## src/rtl/tt_scan_ctrl.sv

```systemverilog
// Truth-table scan sequencer for a 3-input function unit.
// Sweeps A/B/C through 0..7, samples F after a settle window, publishes the table.
module tt_scan_ctrl #(
    parameter int unsigned SETTLE = 1
) (
    input  logic       clk,
    input  logic       rst_n,
    input  logic       start,
    input  logic       abort,
    input  logic [7:0] exp_table,
    input  logic       f_in,
    output logic       drv_a,
    output logic       drv_b,
    output logic       drv_c,
    output logic       busy,
    output logic       done,
    output logic [7:0] table_out,
    output logic [3:0] ones_cnt,
    output logic       mismatch
);

    localparam logic [3:0] SETTLE_C = 4'(SETTLE);

    typedef enum logic {
        IDLE,
        SCAN
    } state_t;

    state_t     state;
    state_t     state_d;
    logic [2:0] idx;
    logic [3:0] cnt;
    logic [7:0] work;
    logic [7:0] exp_q;
    logic [7:0] final_tab;
    logic [3:0] pop;
    logic       accept;
    logic       settled;
    logic       finish;

    always_ff @(posedge clk or negedge rst_n) begin
        if (!rst_n) state <= IDLE;
        else        state <= state_d;
    end

    always_comb begin
        state_d   = state;
        accept    = 1'b0;
        finish    = 1'b0;
        settled   = (cnt == SETTLE_C);
        final_tab = work;
        final_tab[idx] = f_in;
        unique case (state)
            IDLE: begin
                if (start && !abort) begin
                    state_d = SCAN;
                    accept  = 1'b1;
                end
            end
            SCAN: begin
                if (abort) begin
                    state_d = IDLE;
                end else if (settled && idx == 3'd7) begin
                    state_d = IDLE;
                    finish  = 1'b1;
                end
            end
        endcase
    end

    always_comb begin
        pop = 4'd0;
        for (int i = 0; i < 8; i++) pop = pop + {3'b000, final_tab[i]};
    end

    always_ff @(posedge clk or negedge rst_n) begin
        if (!rst_n) begin
            idx       <= 3'd0;
            cnt       <= 4'd0;
            work      <= 8'h00;
            exp_q     <= 8'h00;
            done      <= 1'b0;
            table_out <= 8'h00;
            ones_cnt  <= 4'd0;
            mismatch  <= 1'b0;
        end else begin
            done <= finish;
            if (accept) begin
                idx   <= 3'd0;
                cnt   <= 4'd0;
                work  <= 8'h00;
                exp_q <= exp_table;
            end else if (state == SCAN && !abort) begin
                if (!settled) begin
                    cnt <= cnt + 4'd1;
                end else begin
                    cnt  <= 4'd0;
                    work <= final_tab;
                    if (idx != 3'd7) idx <= idx + 3'd1;
                end
            end
            // Results move only on a clean completion; aborts leave them intact
            if (finish) begin
                table_out <= final_tab;
                ones_cnt  <= pop;
                mismatch  <= (final_tab != exp_q);
            end
        end
    end

    assign busy  = (state == SCAN);
    assign drv_a = busy & idx[2];
    assign drv_b = busy & idx[1];
    assign drv_c = busy & idx[0];

endmodule

```

## config.mk

```make
export PLATFORM = sky130hd
export DESIGN_NAME = tt_scan_ctrl
export DESIGN_NICKNAME = d
export VERILOG_FILES = /design/src/rtl/tt_scan_ctrl.sv
export SDC_FILE = /design/constraint.sdc
export NUM_CORES = 1
export LEC_CHECK = 0
export CELL_PAD_IN_SITES_DETAIL_PLACEMENT = 1
export CELL_PAD_IN_SITES_GLOBAL_PLACEMENT = 1
export CORE_AREA = 2 2 81 83
export CTS_BUF_LIST = sky130_fd_sc_hd__clkbuf_4
export CTS_CLUSTER_DIAMETER = 150
export DETAILED_ROUTE_END_ITERATION = 12
export DIE_AREA = 0 0 83 85
export HOLD_SLACK_MARGIN = 0.06
export PLACE_DENSITY_LB_ADDON = 0.2
export SKIP_LAST_GASP = 1
export SLEW_MARGIN = 20
export SYNTH_ARGS = -nofsm -noshare
export SYNTH_HDL_FRONTEND = slang
export SYNTH_SLANG_ARGS = --single-unit
```

## constraint.sdc

```tcl
create_clock -name clk -period 4.2 [get_ports clk]
set_clock_uncertainty 0.05 [all_clocks]
set_input_delay 1.26 -clock clk [delete_from_list [all_inputs] [get_ports clk]]
set_output_delay 1.26 -clock clk [all_outputs]
set_load 0.05 [all_outputs]
```

==> run_results.csv, run 1 <==
group,metric,value,unit
outcome,run_status,"complete, no violations",
route,drtIter0Drc,71,
worst_setup_path,critPathKind,"in2reg",
synth,synthCells,218,
min_path,hold_path.class,"reg2reg",
worst_setup_path,slowest_stage,"fa_1",
sta,slew_headroom,0.426,
cts,path_clk_slew,130,ps
worst_setup_path,cp.arrival,4220,ps
worst_setup_path,max_stage_delay,550,ps
synth,ys.flop_type,"dfrtp_1",
sta,finalSetupTns,0,ps
sta,hold_viol,0,
power_and_ir_drop,p_leak,1.24,nW
sta,final-setup-viol-count,0,
placed_design,dp.cells,329,
route,wl_per_cell,15.2,microns
synth,synth_enable_flop_cells,0,
global_routing,grt_start_max_net_pins,39,
sta,hold_ws,451,ps
synth,syn_area,2120,sq um
sta,period_share,0.959,
cells_and_area,multi_input_area,1070,sq um
route,via_per_inst,5.02,
floorplanning,core,6200,sq um
floorplanning,initial_utilization,0.341,
synth,avgSynthCellArea,9.71,sq um
cts,cts_made_buffers,5,
cts,clock_sinks,38,
synth,synth-seq-cells,38,
placed_design,dp_worst_setup_slack,-466,ps
sta,tightest_slew,861,ps
synth,ys_warn_count,0,
cells_and_area,fillers,716,
route,wirelength,5.15,mm
worst_setup_path,crit_required,4390,ps
floorplanning,io_pins,31,
sta,drv_slew,0,
placed_design,gp_congestion,0.815,
synth,yosys.cell_types.count,42,
worst_setup_path,crit_fanout,5,
placed_design,place_hpwl,3.74,mm
route,antenna_left,0,
floorplanning,floorplan.die_area,7060,sq um
sta,rsz0062_at_grt,"false",
synth,synth_nets,242,
route,first_pass_iters,4,
cells_and_area,regArea,951,sq um
power_and_ir_drop,ir_drop,0.181,mV
cts,cts_max_level,2,
worst_setup_path,endpoint_kind,"flip-flop",
power_and_ir_drop,powerDensity,437,nW/um^2
worst_setup_path,cpLargestDelayFamily,"adder cells",
sta,max_freq,248,MHz
cells_and_area,drive_gt1_frac,0.142,
global_routing,grt-ovfl-total,0,
sta,setup_ws,172,ps
floorplanning,die_h,85,microns
global_routing,grt_antenna_before_repair,0,
cells_and_area,postLayoutCoreUtil,0.433,
global_routing,grt_pass1_wl,8.93,mm
route,vias,1698,
cells_and_area,layout.cells.non_filler,338,
floorplanning,die_x,83,microns
sta,layout_min_cycle_time,4030,ps
cts,cts_tree,"built",
worst_setup_path,path_buf_inv,5,
global_routing,grt_pass1_vias,1837,
route,drc,0,
floorplanning,placementRows,29,
cells_and_area,layout.nets,284,
cells_and_area,n_antenna_cell,0,
synth,ys_seq_area_frac,0.449,
placed_design,portBuffers,30,
cts,clk_latency,350,ps
flow_run,cap_violations,0,
cts,cts_hold_buf,0,
cts,cts-root-buf,"clkbuf_4",
synth,synthArstFlopShare,1.00,
worst_setup_path,startpoint_type,"input port",
cells_and_area,syn_to_final_growth,26.8,%
cts,clock_path_buffers,2,
worst_setup_path,path_cells,"dlygate4sd2_1, mux2i_1, inv_1, fa_1, inv_1, fa_1, fa_1, inv_1, ha_2, inv_2, fa_2, o21ai_1",
global_routing,grt_usage,0.158,
[metrics by stage]
stage	total power [mW]	cell area [sq um]
global route	1.26	2680
detailed placement	0.864	2580
finish	1.17	2680
CTS	1.20	2680
floorplan	0.734	2140
global placement	0.855	2580
[cells by family after synthesis]
group           after synthesis  synth area share
compound gates               43             0.120
xor+xnor                     10            0.0414
fa+ha+maj                    11            0.0792
buf+inv                      25            0.0490
flops                        38             0.449
mux                          17            0.0845
simple gates                 74             0.177
[final timing paths]
path                             start      endpoint  slack (ps)  depth (start not counted)
setup reg to reg                idx[2]   ones_cnt[1]         460                         12
hold reg to reg            ones_cnt[0]   ones_cnt[0]         450                          2
min in group asynchronous        rst_n        idx[0]         960                          1
hold / removal             ones_cnt[0]   ones_cnt[0]         450                          2
max in group asynchronous        rst_n  table_out[7]        2600                          1
setup / recovery                  f_in   ones_cnt[1]         170                         12
[state kept, by name (all words and copies together), names as in the netlist]
signal,cells
mismatch,1
cnt,4
table_out,8
done,1
ones_cnt,4
exp_q,8
busy,1
idx,3
work,8
[per-layer routing]
layer  track usage  share of wire  vias up
li1              -              -      826
met1         0.214           0.48      828
met2         0.249           0.46       34
met3        0.0360          0.038       10
met4        0.0566          0.025        0
met5             0              0        -
[worst min-delay path, delay by kind of cell (launching register included)]
family,cells,cell delay [ps]
flip-flops,1,360
AND/OR/NAND/NOR,2,110
[cells in the mapped netlist (4+ instances only)]
master / number / area share
dfrtp_1: 38 / 0.45
nor3b_1: 4 / 0.014
and2_1: 4 / 0.012
a31oi_1: 5 / 0.015
ha_1: 7 / 0.041
clkbuf_1: 6 / 0.011
nand2_1: 34 / 0.060
nor2_1: 11 / 0.020
mux2_2: 7 / 0.037
nand3b_1: 5 / 0.018
xor2_1: 5 / 0.021
o21ai_0: 25 / 0.059
fa_1: 4 / 0.038
mux2i_1: 10 / 0.047
inv_1: 15 / 0.027
xnor2_1: 5 / 0.021
[layout make-up]
cell class | instances | share of cell area
Inverter | 15 | 0.0210
Timing Repair Buffer | 45 | 0.152
Multi-Input combinational cell | 155 | 0.400
Clock buffer | 5 | 0.0140
Sequential cell | 38 | 0.354
Tap cell | 77 | 0.0359
Clock inverter | 3 | 0.0238
[power breakdown]
part	internal (mW)	switching [mW]
logic	0.185	0.210
clock network	0.183	0.131
registers	0.411	0.0521
[cell usage in the layout (no fill, tap or decap), drive strengths merged, types with 2 or more instances in the layout]
cell type,Yosys,routed
nand3b,5,5
clkbuf,6,5
clkdlybuf4s50,0,28
nor3b,6,6
bufinv,0,2
nand2,34,34
buf,4,16
dfrtp,38,38
xor2,5,5
xnor2,5,5
a31oi,5,5
and2,4,4
mux2,7,7
o21ai,26,26
a2bb2oi,2,2
nor2,11,11
ha,7,7
nand3,2,2
mux2i,10,10
or3,2,2
fa,4,4
a21o,2,2
nor3,2,2
inv,15,15
[repair_timing]
item                       CTS  global route
setup buffers                1             0
setup endpoints to repair    2             1
resized for setup            1             1
No activity file was read; power rests on OpenSTA's default activity.
==> run 2, diff against run 1 <==
Settings changed: GPL_ROUTABILITY_DRIVEN from default to 0.
==> results of run 2 <==
No change in the layout: final DEF, timing and power equal those of run 1.
==> edit, RTL diff (config.mk and constraints of run 2) <==
Reset style: synchronous (`rst_n`), changed in 2 clocked blocks.
--- a/src/rtl/tt_scan_ctrl.sv
+++ b/src/rtl/tt_scan_ctrl.sv
@@ -38,7 +38,7 @@
     logic       settled;
     logic       finish;
 
-    always_ff @(posedge clk or negedge rst_n) begin
+    always_ff @(posedge clk) begin
         if (!rst_n) state <= IDLE;
         else        state <= state_d;
     end
@@ -73,7 +73,7 @@
         for (int i = 0; i < 8; i++) pop = pop + {3'b000, final_tab[i]};
     end
 
-    always_ff @(posedge clk or negedge rst_n) begin
+    always_ff @(posedge clk) begin
         if (!rst_n) begin
             idx       <= 3'd0;
             cnt       <= 4'd0;
Formal check against the unedited RTL: differs if rst_n is asserted again (counterexample within 4 cycles, from zero or initial values and one cycle with rst_n low); with rst_n held inactive, the same outputs for 10 cycles.
==> edit against run 2 <==
  * Design area decreased by 5.3%
  * Setup slack got worse by 61 ps
  * Global-route usage decreased by 1.5 points
  * Wire length decreased by 8.2%
  * Worst hold slack got worse by 18 ps
  * Register-to-register slack got worse by 60 ps
  * Via count decreased by 1.6%
  * Sequential cell count unchanged
  * Synthesized area decreased by 6.2%
  * Utilization decreased by 2.3 points
  * Count of clock-buffer cells in the layout unchanged
  * Critical endpoint is now ones_cnt[1]
  * Largest cell class unchanged
  * Highest routed layer unchanged
Power is not compared: it rests on default switching activity, and its combinational part moved more than twofold at a synthesized area within 25%.
==> edit: results (changes against run 2) <==
stage	metric	value	unit	change
synth	syn_nets	244		was 242
synth	synthAdderAreaFrac	7.18	%	was 7.92%
drt	wl_met1	2.41	mm	was 2.47 mm
cells_and_area	fin_nets	289		was 284
synth	synth_common_cells	dfxtp_1, nand2_1, nor2_1, mux2i_1, inv_1		was dfrtp_1, nand2_1, o21ai_0, inv_1, nor2_1
worst_setup_path	crit_arrival	4290	ps	was 4220 ps
status	status	finished clean		unchanged
global_route	met3_usage	3.21	%	was 3.60%
drt	wl_met3	113	um	was 197 um
global_route	use_met2	23.3	%	was 24.9%
synth	yosysSeqAreaShare	38.3	%	was 44.9%
synth	synthMuxAreaShare	6.05	%	was 8.45%
synth	synth_xor_area_share	5.29	%	was 4.14%
cells_and_area	drive_gt1_share	14.7	%	was 14.2%
global_route	grt_pass1_wl	7.98	mm	was 8.93 mm
clock_tree	postCtsSetupRepairBufs	6		was 1
clock_tree	path_clk_slew	110	ps	was 130 ps
synth	ys_async_sr_fraction	0	%	was 100%
global_route	gr-usage-met1	18.9	%	was 21.4%
synth	ys_types	35		was 42
drt	vias	1670		was 1698
drt	dr_wl_met2	2.14	mm	was 2.35 mm
global_route	grt_pass1_vias	1595		was 1837
drt	wl	4.73	mm	was 5.15 mm
worst_setup_path	rr_worst_depth	14		was 12
synth	netlist_top_cells_area	dfxtp_1, mux2i_1, nand2_1		was dfrtp_1, nand2_1, o21ai_0
worst_setup_path	slowest_delay	570	ps	was 550 ps
sta	max_slew.worst_pin.slew	584	ps	was 861 ps
## edit: changes by cell type after synthesis, moves of 5 or more
cell / change
dfrtp_1: -38
dfxtp_1: +38
o21ai_0: -23
nor2_1: +15
a21boi_0: +9
a21oi_1: +9
o211a_1: +9
mux2_2: -7
nand2_1: -6
a31oi_1: -5
## edit: worst max-delay path: cells and delay by family
family	cells	cell delay, ps
and+or+nand+nor	1	50
adders and majority gates	5	2160
AOI/OAI and AO/OA	1	120
muxes	1	160
buffers and inverters	6	540
## edit: power breakdown
part	switching [mW]	total, mW	internal (mW)
Clock	0.122	0.180	0.0574
Sequential	0.00514	0.370	0.365
Combinational	0.0251	0.0535	0.0283
Total	0.153	0.603	0.451
## edit: stage by stage
step                cells  area, um2  hold WS (ps)  util [%]  setup slack (ps)
floorplan             222       2010           400         -              3.98
global placement      331       2430           419      39.1              -456
detailed placement    331       2430           424      39.1              -491
CTS                   343       2530           442      40.7              14.2
global route          343       2540           475      41.0              23.5
finish                343       2540           433      41.0               110
## edit: layout make-up
type / instances / area (um2)
inverter: 11 / 41.3
tap: 77 / 96.3
sequential: 38 / 761
multi-input combinational: 159 / 1130
clock buffer: 5 / 37.5
fill: 723 / 3660
timing repair buffer: 52 / 469
clock inverter: 1 / 3.75
## edit: worst paths after layout
check,from,end,slack (ps)
hold reg to reg,exp_q[5],exp_q[5],430
hold / removal,exp_q[5],exp_q[5],430
setup reg to reg,idx[0],ones_cnt[1],400
setup / recovery,f_in,ones_cnt[1],110
## edit: cell families (layout without fill, tap and decap cells)
logic type | after synthesis | after routing
buf+inv | 25 | 69
flops | 38 | 38
fa+ha+maj | 9 | 9
xor+xnor | 12 | 12
compound gates | 36 | 36
simple gates | 90 | 90
mux | 12 | 12
